## src/rtl/bank_arbiter_2m.sv

```systemverilog
// rtl/bank_arbiter_2m.sv - two-master round-robin arbiter in front of one single-port RAM bank
// Reads return through a per-master registered response slot; writes have no response.
module bank_arbiter_2m #(
  parameter int ADDR_WIDTH = 10,
  parameter int DATA_WIDTH = 64
) (
  input  logic                  clk,
  input  logic                  rst_n,
  input  logic                  m0_req_valid,
  output logic                  m0_req_ready,
  input  logic                  m0_req_we,
  input  logic [ADDR_WIDTH-1:0] m0_req_addr,
  input  logic [DATA_WIDTH-1:0] m0_req_wdata,
  output logic                  m0_rsp_valid,
  input  logic                  m0_rsp_ready,
  output logic [DATA_WIDTH-1:0] m0_rsp_rdata,
  input  logic                  m1_req_valid,
  output logic                  m1_req_ready,
  input  logic                  m1_req_we,
  input  logic [ADDR_WIDTH-1:0] m1_req_addr,
  input  logic [DATA_WIDTH-1:0] m1_req_wdata,
  output logic                  m1_rsp_valid,
  input  logic                  m1_rsp_ready,
  output logic [DATA_WIDTH-1:0] m1_rsp_rdata,
  output logic                  ram_en,
  output logic                  ram_we,
  output logic [ADDR_WIDTH-1:0] ram_addr,
  output logic [DATA_WIDTH-1:0] ram_wdata,
  input  logic [DATA_WIDTH-1:0] ram_rdata
);

  logic [1:0]                 inflight_q, inflight_d;
  logic [1:0]                 rsp_valid_q, rsp_valid_d;
  logic [1:0][DATA_WIDTH-1:0] rsp_data_q, rsp_data_d;
  logic                       prio_q, prio_d;

  logic [1:0] req_valid, req_we, rsp_ready, elig, grant;

  assign req_valid = {m1_req_valid, m0_req_valid};
  assign req_we    = {m1_req_we, m0_req_we};
  assign rsp_ready = {m1_rsp_ready, m0_rsp_ready};

  // A read may only go out when its slot will be free by the time the data lands.
  always_comb begin
    elig  = 2'b00;
    grant = 2'b00;
    for (int i = 0; i < 2; i++) begin
      elig[i] = req_valid[i] &
                (req_we[i] | (~inflight_q[i] & (~rsp_valid_q[i] | rsp_ready[i])));
    end
    if (rst_n) begin
      if (elig == 2'b11) grant = prio_q ? 2'b10 : 2'b01;
      else               grant = elig;
    end
  end

  always_comb begin
    ram_en    = |grant;
    ram_we    = 1'b0;
    ram_addr  = '0;
    ram_wdata = '0;
    if (grant[0]) begin
      ram_we    = m0_req_we;
      ram_addr  = m0_req_addr;
      ram_wdata = m0_req_wdata;
    end else if (grant[1]) begin
      ram_we    = m1_req_we;
      ram_addr  = m1_req_addr;
      ram_wdata = m1_req_wdata;
    end
  end

  always_comb begin
    inflight_d  = 2'b00;
    rsp_valid_d = rsp_valid_q;
    rsp_data_d  = rsp_data_q;
    prio_d      = prio_q;
    for (int i = 0; i < 2; i++) begin
      if (rsp_valid_q[i] & rsp_ready[i]) rsp_valid_d[i] = 1'b0;
      // capture overrides a same-edge accept
      if (inflight_q[i]) begin
        rsp_valid_d[i] = 1'b1;
        rsp_data_d[i]  = ram_rdata;
      end
      if (grant[i] & ~req_we[i]) inflight_d[i] = 1'b1;
    end
    if (grant != 2'b00) prio_d = grant[0];
  end

  always_ff @(posedge clk) begin
    if (!rst_n) begin
      inflight_q  <= 2'b00;
      rsp_valid_q <= 2'b00;
      prio_q      <= 1'b0;
    end else begin
      inflight_q  <= inflight_d;
      rsp_valid_q <= rsp_valid_d;
      prio_q      <= prio_d;
    end
    rsp_data_q <= rsp_data_d;
  end

  assign m0_req_ready = grant[0];
  assign m1_req_ready = grant[1];
  assign m0_rsp_valid = rsp_valid_q[0] & rst_n;
  assign m1_rsp_valid = rsp_valid_q[1] & rst_n;
  assign m0_rsp_rdata = rsp_data_q[0];
  assign m1_rsp_rdata = rsp_data_q[1];

endmodule

```

## config.mk

```make
export PLATFORM = sky130hd
export DESIGN_NAME = bank_arbiter_2m
export DESIGN_NICKNAME = d
export VERILOG_FILES = /design/src/rtl/bank_arbiter_2m.sv
export SDC_FILE = /design/constraint.sdc
export NUM_CORES = 1
export LEC_CHECK = 0
export ABC_AREA = 1
export CAP_MARGIN = 20
export CORE_AREA = 2 2 164 166
export DETAILED_ROUTE_END_ITERATION = 7
export DIE_AREA = 0 0 166 168
export MAX_ROUTING_LAYER = met4
export PLACE_DENSITY = 0.63
export SETUP_SLACK_MARGIN = 0.2
export SLEW_MARGIN = 10
export SYNTH_ARGS = -nofsm -noshare
export SYNTH_HDL_FRONTEND = slang
export SYNTH_SLANG_ARGS = --single-unit
```

## constraint.sdc

```tcl
create_clock -name clk -period 2.9 [get_ports clk]
set_clock_uncertainty 0.15 [all_clocks]
set_input_delay 0.435 -clock clk [delete_from_list [all_inputs] [get_ports clk]]
set_output_delay 0.435 -clock clk [all_outputs]
set_load 0.005 [all_outputs]
```

==> results.md <==
- Setup slack, reg-to-reg: 1.27 ns
- Nets: 1100
- Most frequent cell on the critical path: nand2_2
- Via Count: 5209
- Clock latency on the worst-skew pair: 0.41 ns
- Critical path destination: ram_wdata[39]
- MaxCap Viol Count: 0
- Fill count: 2482
- Post-synth EDFFs: 128
- First-pass GRT wire length: 29500 µm
- M3 GR Usage: under 10%
- Final min period: around 2.8 ns
- Combinational power share: 16.4%
- Worst path required time: 2.32 ns
- Worst path slowest cell: clkdlybuf4s50_1
- Peak VDD IR: 0.356 mV
- Simple-gate area share of the yosys netlist: 22.1%
- Slew headroom: 39.2%
- Post-synthesis area per instance: around 13 µm²
- CTS Buf Count: 17
- Layout cells sized above 1: 12.8%
- Cell internal pwr: approximately 4.1 mW
- Worst Setup SP: m1_rsp_ready
- WHS: 0.177 ns
- Syn Inst Count: between 400 and 500
- Grt met1 use: between 15 and 20%
- Most common flop cell mapped by yosys: edfxtp_1
- RR Endpoint: m0_rsp_rdata[32]$_DFFE_PP_
- CP Class: input port to output port
- Sequential fraction of the synthesis area: 72.7%
- Initial DRC Count: 270
- Sw Pwr: about 1.2 mW
- CP endpoint kind: output port
- Die width: between 150 and 200 µm
- Post-Syn Area: 5430 µm²
- Hold Violations, Final: 0
- Final setup vio count: 0
- Tot Pwr: 5.29 mW
- Via density: around 4.2
- ANT nets after route: 0
- Area grow syn2layout: 103%
- Pwr dens: 480 nW/µm²
- Largest family of logic cells by synthesized area: simple AND/OR/NAND/NOR gates
- Initial core utilization: 20.6%
- Compound-Gate Fraction of Synth Area: less than 1%
- HPWL after detailed placement: 15200 µm
- Root Buffer: clkbuf_16
- Crit-path max cell delay: 0.50 ns
- Global route overflow: 0
- GRT Total Usage: 14.2%
- Achievable Freq: about 360 MHz
- Met2 Use GR: between 20% and 30%
- Actual slew at the worst max-slew pin: slightly above 0.9 ns
- Clk slew on worst S/H paths: 0.07 ns
- Switch share: ~23%
- Cell-by-cell trace of the critical path: clkdlybuf4s50_1 -> inv_1 -> nand2_2 -> nand2_1 -> nand2_2 -> nand2_2 -> nor2_4 -> buf_12 -> nand3_1 -> nand2_1 -> clkdlybuf4s50_1
- Yosys reg bits: 133
- Cell Rows: 60
- Drt total wl: roughly 21000 µm
- TritonCTS clock tree: built
- Hold Path Class: input port to flip-flop
- Drt drc: 0
- Worst setup SP type: input port
- RSZ-0062 raised after global routing: true
- Clock Path Buffers: 2
- WP data arrival: 2.23 ns
- CTS sink count: 133
- R2R cell count: 1
- Final Cycle Share: 97.1%
- Syn_nets: approximately 640
- Adder-cell share of the synthesized area: 0%
- Die height: 168 µm
- IO Count: 428
- CP Max Fanout: 20
- Hold Buf Count CTS: 0
- Clock network power share: 42.4%
- CTS H-tree lvls: 4
- Largest net degree at the start of global routing: 65
- Total number of yosys warnings: 0
- Netlist cell types: 17
- Synth Area in XOR/XNOR: 0%
- Post-synthesis mux area share: 0%
- Antenna violations before repair: 0
- Reg2reg start: inflight_q[0]$_SDFF_PN0_
- FFs w/ async S/R, synth: 0%
- Final count of pins violating max slew: 0
- Number of iterations in the first detailed-routing pass: 4
- N_diodes: 0
- Drt wl/cell: 16.9 µm
- GPL Wtd Cong: 0.785
- DIE AREA: 27900 µm²
- Seq pwr share: 41.3%
- GRT Max-Usage Layer: met2
- Vias in the first global route: 5246
- Final core utilization: about two fifths
- Port Buffer Count: ~430
- Status: complete, no violations
- Leak: 4.47 nW
- Core area: 26400 µm²
final cells by class:
| cell class | count | area (µm²) | area share (%) |
|---|---|---|---|
| repair buffers | 469 | 4760 | 43.1 |
| multi-input cells | 248 | 1250 | 11.3 |
| well taps | 341 | 427 | 3.86 |
| clock buffers | 18 | 429 | 3.89 |
| flip-flops and latches | 133 | 3950 | 35.8 |
| inverters | 11 | 41.3 | 0.374 |
| clock inverters | 14 | 188 | 1.70 |
worst min-delay path by stage:
stage / cells after the start / slack (ns) / end / start
3_3_place_gp: 2 / 0.33 / rsp_valid_q[1]$_SDFFE_PN0P_ / rsp_valid_q[1]$_SDFFE_PN0P_
5_1_grt: 4 / 0.19 / rsp_valid_q[0]$_SDFFE_PN0P_ / m0_rsp_ready
4_1_cts: 2 / 0.35 / rsp_valid_q[0]$_SDFFE_PN0P_ / rsp_valid_q[0]$_SDFFE_PN0P_
2_1_floorplan: 2 / 0.31 / rsp_valid_q[1]$_SDFFE_PN0P_ / rsp_valid_q[1]$_SDFFE_PN0P_
3_5_place_dp: 2 / 0.33 / rsp_valid_q[0]$_SDFFE_PN0P_ / inflight_q[0]$_SDFF_PN0_
6_report: 4 / 0.18 / rsp_valid_q[0]$_SDFFE_PN0P_ / m0_rsp_ready
per-layer routing:
| layer | part of all wire [%] | wire [µm] |
|---|---|---|
| met3 | 6.7 | 1390 |
| met1 | 39 | 8110 |
| met2 | 51 | 10700 |
| met4 | 3.2 | 662 |
| met5 | 0 | 0 |
synth_stat cells (2+ instances only):
cell      instances  share of area (%)
a21oi_1           3               0.28
buf_2            14                1.3
buf_4             9                1.2
buf_6             6                1.2
dfxtp_1           5                1.8
edfxtp_1        128                 71
inv_1            11               0.76
nand2_1          84                5.8
nand2_2           5               0.58
nand3_1         140                 13
nand3_2          11                2.0
nor2_1            2               0.14
nor2_4            2               0.42
kinds of logic (layout without fill, tap and decap cells):
group / count (synthesis) / in the layout
flops: 133 / 133
buf+inv: 43 / 512
compound gates: 3 / 3
simple gates: 245 / 245
registers in the layout, summed over array words and instances, names as in the netlist:
register	flops
prio_q	1
inflight_q	2
m1_rsp_rdata	64
rsp_valid_q	2
m0_rsp_rdata	64
power by group through the flow:
stage                     Clock (mW)  Combinational (mW)  Sequential, mW
after CTS                       2.32               0.827            2.18
after global placement             0               0.844            2.22
after global routing            2.40               0.926            2.19
final                           2.24               0.866            2.18
after detailed placement           0               0.849            2.23
after floorplan                    0               0.192            2.25
worst max-delay path, delay by kind of cell:
| kind | cells | cell delay (ns) |
|---|---|---|
| buffers and inverters | 4 | 1.17 |
| and+or+nand+nor | 7 | 0.62 |
cell usage in the layout (no fill, tap or decap), types with 2 or more instances in the layout:
cell type        Yosys  layout
dlymetal6s2s_1       0       5
inv_2                0       4
buf_16               0       2
nand3_1            140     135
clkdlybuf4s50_1      0     356
bufinv_16            0       3
nor2_4               2       2
clkbuf_2             0       7
buf_8                1       2
dlygate4sd2_1        0      52
nand2_1             84      82
inv_1               11       7
buf_12               0       9
a21oi_1              3       3
dfxtp_2              0       3
clkbuf_16            0      21
dfxtp_1              5       2
inv_6                0       6
nand3_2             11      15
clkdlybuf4s15_1      0       6
edfxtp_1           128     128
buf_4                9      21
nand2_2              5       7
buf_6                6       4
clkinv_4             0       3
nor2_1               2       2
per-stage QoR:
step                worst slack, ns  instances  instance area, µm²  TNS [ns]
global route                0.00221       1234               11000         0
CTS                         0.00304       1219               10800         0
detailed placement          -0.0413       1180               10200    -0.397
finish                       0.0853       1234               11000         0
global placement            -0.0700       1180               10200     -1.19
floorplan                     0.411        424                5430         0
what timing repair did:
item                                    CTS  global route
pin swaps                                 1             3
endpoints found under the hold margin     0             0
cloned                                    2             6
setup buffers                             5             9
endpoints found under the setup margin   78            62
gates resized for setup                  79            38
Power figures use the tool's default switching activity.
